File: config.mk
export PLATFORM = sky130hd
export DESIGN_NAME = apb_master_mc
export DESIGN_NICKNAME = d
export VERILOG_FILES = /design/src/rtl/apb_master_mc.sv
export SDC_FILE = /design/constraint.sdc
export NUM_CORES = 1
export LEC_CHECK = 0
export ABC_AREA = 1
export CORE_MARGIN = 8
export CORE_UTILIZATION = 30
export CTS_CLUSTER_SIZE = 25
export DETAILED_ROUTE_END_ITERATION = 6
export DONT_BUFFER_PORTS = 1
export PLACE_DENSITY = 0.42
export REMOVE_ABC_BUFFERS = 1
export SYNTH_ARGS = -nofsm -noshare
export SYNTH_HDL_FRONTEND = slang
export SYNTH_SLANG_ARGS = --single-unit
File: constraint.sdc
create_clock -name pclk -period 1.9 [get_ports pclk]
set_input_delay 0.38 -clock pclk [delete_from_list [all_inputs] [get_ports pclk]]
set_output_delay 0.38 -clock pclk [all_outputs]
set_load 0.02 [all_outputs]
File: src/rtl/apb_master_mc.sv
// apb_master_mc: APB4 requester with address-decoded one-hot slave select,
// back-to-back transfers, strobes, error reporting and a wait-state timeout.
module apb_master_mc #(
  parameter int DATA_W  = 32,
  parameter int ADDR_W  = 32,
  parameter int NUM_SLV = 4,
  parameter int SEL_LSB = 12,
  parameter int TIMEOUT = 16
) (
  input  logic                      pclk,
  input  logic                      presetn,
  input  logic                      cmd_valid,
  output logic                      cmd_ready,
  input  logic                      cmd_write,
  input  logic [ADDR_W-1:0]         cmd_addr,
  input  logic [DATA_W-1:0]         cmd_wdata,
  input  logic [DATA_W/8-1:0]       cmd_strb,
  output logic                      rsp_valid,
  output logic [DATA_W-1:0]         rsp_rdata,
  output logic                      rsp_err,
  output logic                      rsp_timeout,
  output logic [ADDR_W-1:0]         paddr,
  output logic                      pwrite,
  output logic [DATA_W-1:0]         pwdata,
  output logic [DATA_W/8-1:0]       pstrb,
  output logic [NUM_SLV-1:0]        psel,
  output logic                      penable,
  input  logic [NUM_SLV-1:0]        pready,
  input  logic [NUM_SLV*DATA_W-1:0] prdata,
  input  logic [NUM_SLV-1:0]        pslverr
);

  localparam int SW = (NUM_SLV > 1) ? $clog2(NUM_SLV) : 1;
  localparam int TW = (TIMEOUT > 0) ? $clog2(TIMEOUT + 1) : 1;
  localparam logic [TW-1:0] TO_LAST =
    TW'((TIMEOUT > 0) ? TIMEOUT - 1 : 0);

  typedef enum logic [1:0] {IDLE, SETUP, ACCESS} state_t;

  state_t            state;
  logic [SW-1:0]     idx;
  logic [SW-1:0]     cmd_idx;
  logic [TW-1:0]     wait_cnt;
  logic              dec_pend;
  logic              slv_ok;
  logic              sel_ready;
  logic              sel_err;
  logic [DATA_W-1:0] sel_rdata;
  logic              to_fire;
  logic              load;

  assign cmd_idx = cmd_addr[SEL_LSB +: SW];
  assign slv_ok  = {1'b0, cmd_idx} < (SW+1)'(NUM_SLV);

  always_comb begin
    sel_ready = 1'b0;
    sel_err   = 1'b0;
    sel_rdata = '0;
    for (int i = 0; i < NUM_SLV; i++) begin
      if (idx == SW'(i)) begin
        sel_ready = pready[i];
        sel_err   = pslverr[i];
        sel_rdata = prdata[i*DATA_W +: DATA_W];
      end
    end
  end

  assign to_fire = (TIMEOUT != 0) && (state == ACCESS) &&
                   !sel_ready && (wait_cnt == TO_LAST);

  assign cmd_ready = (state == IDLE) ||
                     ((state == ACCESS) && sel_ready && !to_fire);

  assign load = cmd_valid && cmd_ready && slv_ok;

  always_ff @(posedge pclk) begin
    if (!presetn) begin
      state       <= IDLE;
      idx         <= '0;
      wait_cnt    <= '0;
      dec_pend    <= 1'b0;
      psel        <= '0;
      penable     <= 1'b0;
      pwrite      <= 1'b0;
      paddr       <= '0;
      pwdata      <= '0;
      pstrb       <= '0;
      rsp_valid   <= 1'b0;
      rsp_err     <= 1'b0;
      rsp_timeout <= 1'b0;
      rsp_rdata   <= '0;
    end else begin
      rsp_valid   <= 1'b0;
      rsp_err     <= 1'b0;
      rsp_timeout <= 1'b0;
      rsp_rdata   <= '0;
      unique case (state)
        IDLE: begin
          dec_pend <= 1'b0;
          if (dec_pend) begin
            rsp_valid <= 1'b1;
            rsp_err   <= 1'b1;
          end
          // a queued decode error goes first; a new one waits a cycle
          if (cmd_valid && !slv_ok) begin
            if (dec_pend) begin
              dec_pend <= 1'b1;
            end else begin
              rsp_valid <= 1'b1;
              rsp_err   <= 1'b1;
            end
          end
        end
        SETUP: begin
          penable  <= 1'b1;
          wait_cnt <= '0;
          state    <= ACCESS;
        end
        ACCESS: begin
          if (sel_ready) begin
            rsp_valid <= 1'b1;
            rsp_err   <= sel_err;
            if (!pwrite && !sel_err) rsp_rdata <= sel_rdata;
            state     <= IDLE;
            psel      <= '0;
            penable   <= 1'b0;
            dec_pend  <= cmd_valid && !slv_ok;
          end else if (to_fire) begin
            rsp_valid   <= 1'b1;
            rsp_err     <= 1'b1;
            rsp_timeout <= 1'b1;
            state       <= IDLE;
            psel        <= '0;
            penable     <= 1'b0;
          end else begin
            wait_cnt <= wait_cnt + 1'b1;
          end
        end
        default: state <= IDLE;
      endcase
      if (load) begin
        state    <= SETUP;
        idx      <= cmd_idx;
        psel     <= NUM_SLV'(1) << cmd_idx;
        penable  <= 1'b0;
        pwrite   <= cmd_write;
        paddr    <= cmd_addr;
        pwdata   <= cmd_wdata;
        pstrb    <= cmd_write ? cmd_strb : '0;
        wait_cnt <= '0;
      end
    end
  end

endmodule
==> results.txt <==
initial antenna violation count -> 0
clock group share of total power -> 48.1%
post-synth top area share -> 48.96%
nets -> 869
Placed Instances -> 850
CTS sink count -> 116
Synth Area per Inst -> 7.209 µm²
Via density -> 5.007
Worst Setup Start Kind -> register
FMAX -> 0.5645 GHz
Synth Flop Type -> dfxtp_1
post-synthesis sequential area ratio -> 48.96%
PortBufs -> 0
number of synthesized flops with an enable pin -> 0
router iterations before antenna repair -> 5
Setup Skew -> 0.008451 ns
setup TNS -> 0 ns
Worst-Margin Slew -> 0.3663 ns
Syn. warnings -> 0
H-tree depth -> 4
die width -> 141.7 µm
CP max stage cell -> dfxtp_2
Initial DRC Count -> 223
Sequential Power Share -> 42.0%
Compound-Gate Fraction of Synth Area -> 14.72%
die height -> 141.7 µm
Final setup viols -> 0
share of cells above drive strength 1 -> 10.03%
synthesis-to-finish area growth -> 18.99%
placed cell areas -> 0.004996 mm²
first-pass GRT wire length -> 24340 µm
slowest stage delay, CP -> 0.35 ns
largest family of logic cells by synthesized area -> simple AND/OR/NAND/NOR gates
adder-cell share of the synthesized area -> 1.319%
DR WL/cell -> 18.31 µm
global placement routability congestion -> 0.8114
DRC -> 0
post-synth cell types -> 25
Peak VDD IR -> 0.0005986 V
CTS max path bufs -> 2
Initial Util -> 30.30%
mux contribution to synthesized area -> 0%
worst endpoint data arrival time -> 1.39 ns
Pint -> 5.003 mW
slew margin rel. -> 75.58%
Worst setup startpoint -> paddr[12]$_SDFFE_PN0P_
Final ANT Viol Nets -> 0
overall routed net length -> 16190 µm
CP max FO -> 5
Post-Layout Cell Count -> 884
Min-Delay Startpoint -> cmd_strb[2]
Hold Vio Cnt, Final -> 0
Clock Pin Slew Worst Setup and Hold Paths -> 0.06 ns
leak pwr -> 2.321 nW
vias in the first global route -> 4360
fin crit period -> 1.772 ns
global route overflow -> 0
largest net degree at the start of global routing -> 76
Worst-Skew Late Latency -> 0.41 ns
worst hold margin -> 0.1029 ns
CP endpoint kind -> primary output
die area -> 0.02009 mm²
design area -> 0.005644 mm²
HP Class -> primary input to register
Sw Pwr -> 1.827 mW
Post-DP HPWL -> 12730 µm
ys async rst share -> 0%
max cap viols -> 0
total global-route track usage -> 15.62%
worst-path cell chain -> nor2_2, nand2_1, nand3_2, nand2_2, nand2_1, nand2_2, buf_6
cell taking the most area after synthesis -> dfxtp_1
Antenna Cells -> 0
CTS Root Cell -> clkbuf_16
Switching Fraction -> 26.74%
Crit Path Class -> register to primary output
Data required, critical path -> 1.52 ns
xor/xnor share of the synthesized area -> 0.1846%
DR vias -> 4426
pwr/cell area -> 1210 mW/mm²
Cells after Synth -> 658
Gate power share -> 9.8%
Mapped Area -> 0.004743 mm²
Synth area leaders -> dfxtp_1 (49%), nor2_1 (13%), o21ai_0 (12%)
Post-Synth Simple-Gate Area -> 29.25%
CTS buffer count -> 17
FF-to-FF Start -> paddr[12]$_SDFFE_PN0P_
fin crit share -> 93.24%
IO Count -> 318
Cell Rows -> 46
Slew Viols, Final -> 0
RSZ-0062 raised after global routing -> no
CORE AREA -> 0.01566 mm²
register bit total from synthesis -> 116
TritonCTS clock tree -> built
status -> finished, final reports clean
## worst paths after layout
kind	to	cells after the start	slack, ns
setup / recovery	cmd_ready	7	0.13
hold / removal	pstrb[2]$_SDFFE_PN0P_	2	0.10
setup reg to reg	paddr[0]$_SDFFE_PN0P_	12	0.18
hold reg to reg	wait_cnt[3]$_SDFFE_PP0P_	2	0.49
## timing repair
action / CTS / global route
pin swaps: 0 / 1
endpoints found under the setup margin: 1 / 1
hold buffers: 0 / 0
setup buffers: 0 / 3
cloned: 0 / 0
resized for setup: 2 / 3
endpoints found under the hold margin: 0 / 0
## power groups by stage
stage                     combinational [mW]  sequential [mW]  clock [mW]
after global placement                 0.647             2.92           0
after floorplan                        0.453             2.90           0
final                                  0.671             2.87        3.29
after detailed placement               0.662             2.93           0
after CTS                              0.666             2.88        3.38
after global routing                   0.771             2.89        3.52
## cell usage after synthesis (5+ instances only)
master,count
nor2_1,168
dfxtp_1,116
o21ai_0,115
nand2_1,99
nand3_1,52
clkbuf_1,24
inv_1,17
o21ai_1,15
buf_2,14
a21oi_1,8
nand4_1,7
ha_1,5
## sequential cells by signal, summed over array words and instances, names as in the netlist
signal,count
psel,4
rsp_err,1
penable,1
rsp_timeout,1
rsp_valid,1
paddr,32
state,2
pwdata,32
pstrb,4
rsp_rdata,32
wait_cnt,5
pwrite,1
## stage by stage
| stage | utilization [%] | power (mW) | worst slack, ns |
|---|---|---|---|
| CTS | 35.88 | 6.926 | 0.01584 |
| finish | 36.05 | 6.830 | 0.1284 |
| global route | 36.05 | 7.177 | 0.005300 |
| detailed placement | 31.91 | 3.590 | 0.1404 |
| floorplan | - | 3.348 | -1.012 |
| global placement | 31.91 | 3.571 | 0.2010 |
## placed cells by master, fill, tap and decap left out, types with 2 or more instances in the layout
cell type	n
clkbuf_16	17
nor2_2	2
inv_1	16
dfxtp_1	114
clkinvlp_4	5
nor2_1	168
nand2_1	98
inv_6	2
nand3_1	52
nand2_2	2
o21ai_0	115
o21ai_1	15
nand3_2	2
inv_2	2
a21oi_1	8
buf_4	17
ha_1	5
or2_2	2
clkbuf_8	3
nand4_1	7
nand2_4	2
dfxtp_2	2
bufinv_16	3
buf_12	3
## cells by family after synthesis
logic type / Yosys count
simple gates: 336
xor+xnor: 1
flops: 116
buf+inv: 61
fa+ha+maj: 5
compound gates: 139
## critical path: cells and delay by family (launching register included)
kind | cells | cell delay, ns
AND/OR/NAND/NOR | 6 | 0.50
flip-flops | 1 | 0.35
buffers and inverters | 1 | 0.13
## layer usage
layer / up-vias / track usage [%] / routed length, µm
met4: 0 / 5.427 / 202
met3: 16 / 8.434 / 2115
met5: - / 0 / 0
li1: 2146 / - / -
met2: 235 / 25.75 / 7740
met1: 2029 / 16.69 / 6131
## layout make-up
class	instances	area, µm²
fillers	1663	10010
flip-flops and latches	116	2325
multi-input cells	481	2160
clock buffers	20	466.7
well taps	216	270.3
repair buffers	21	198.9
clock inverters	11	150.1
inverters	19	73.82
Note: power is estimated with default switching activity, not from simulation.
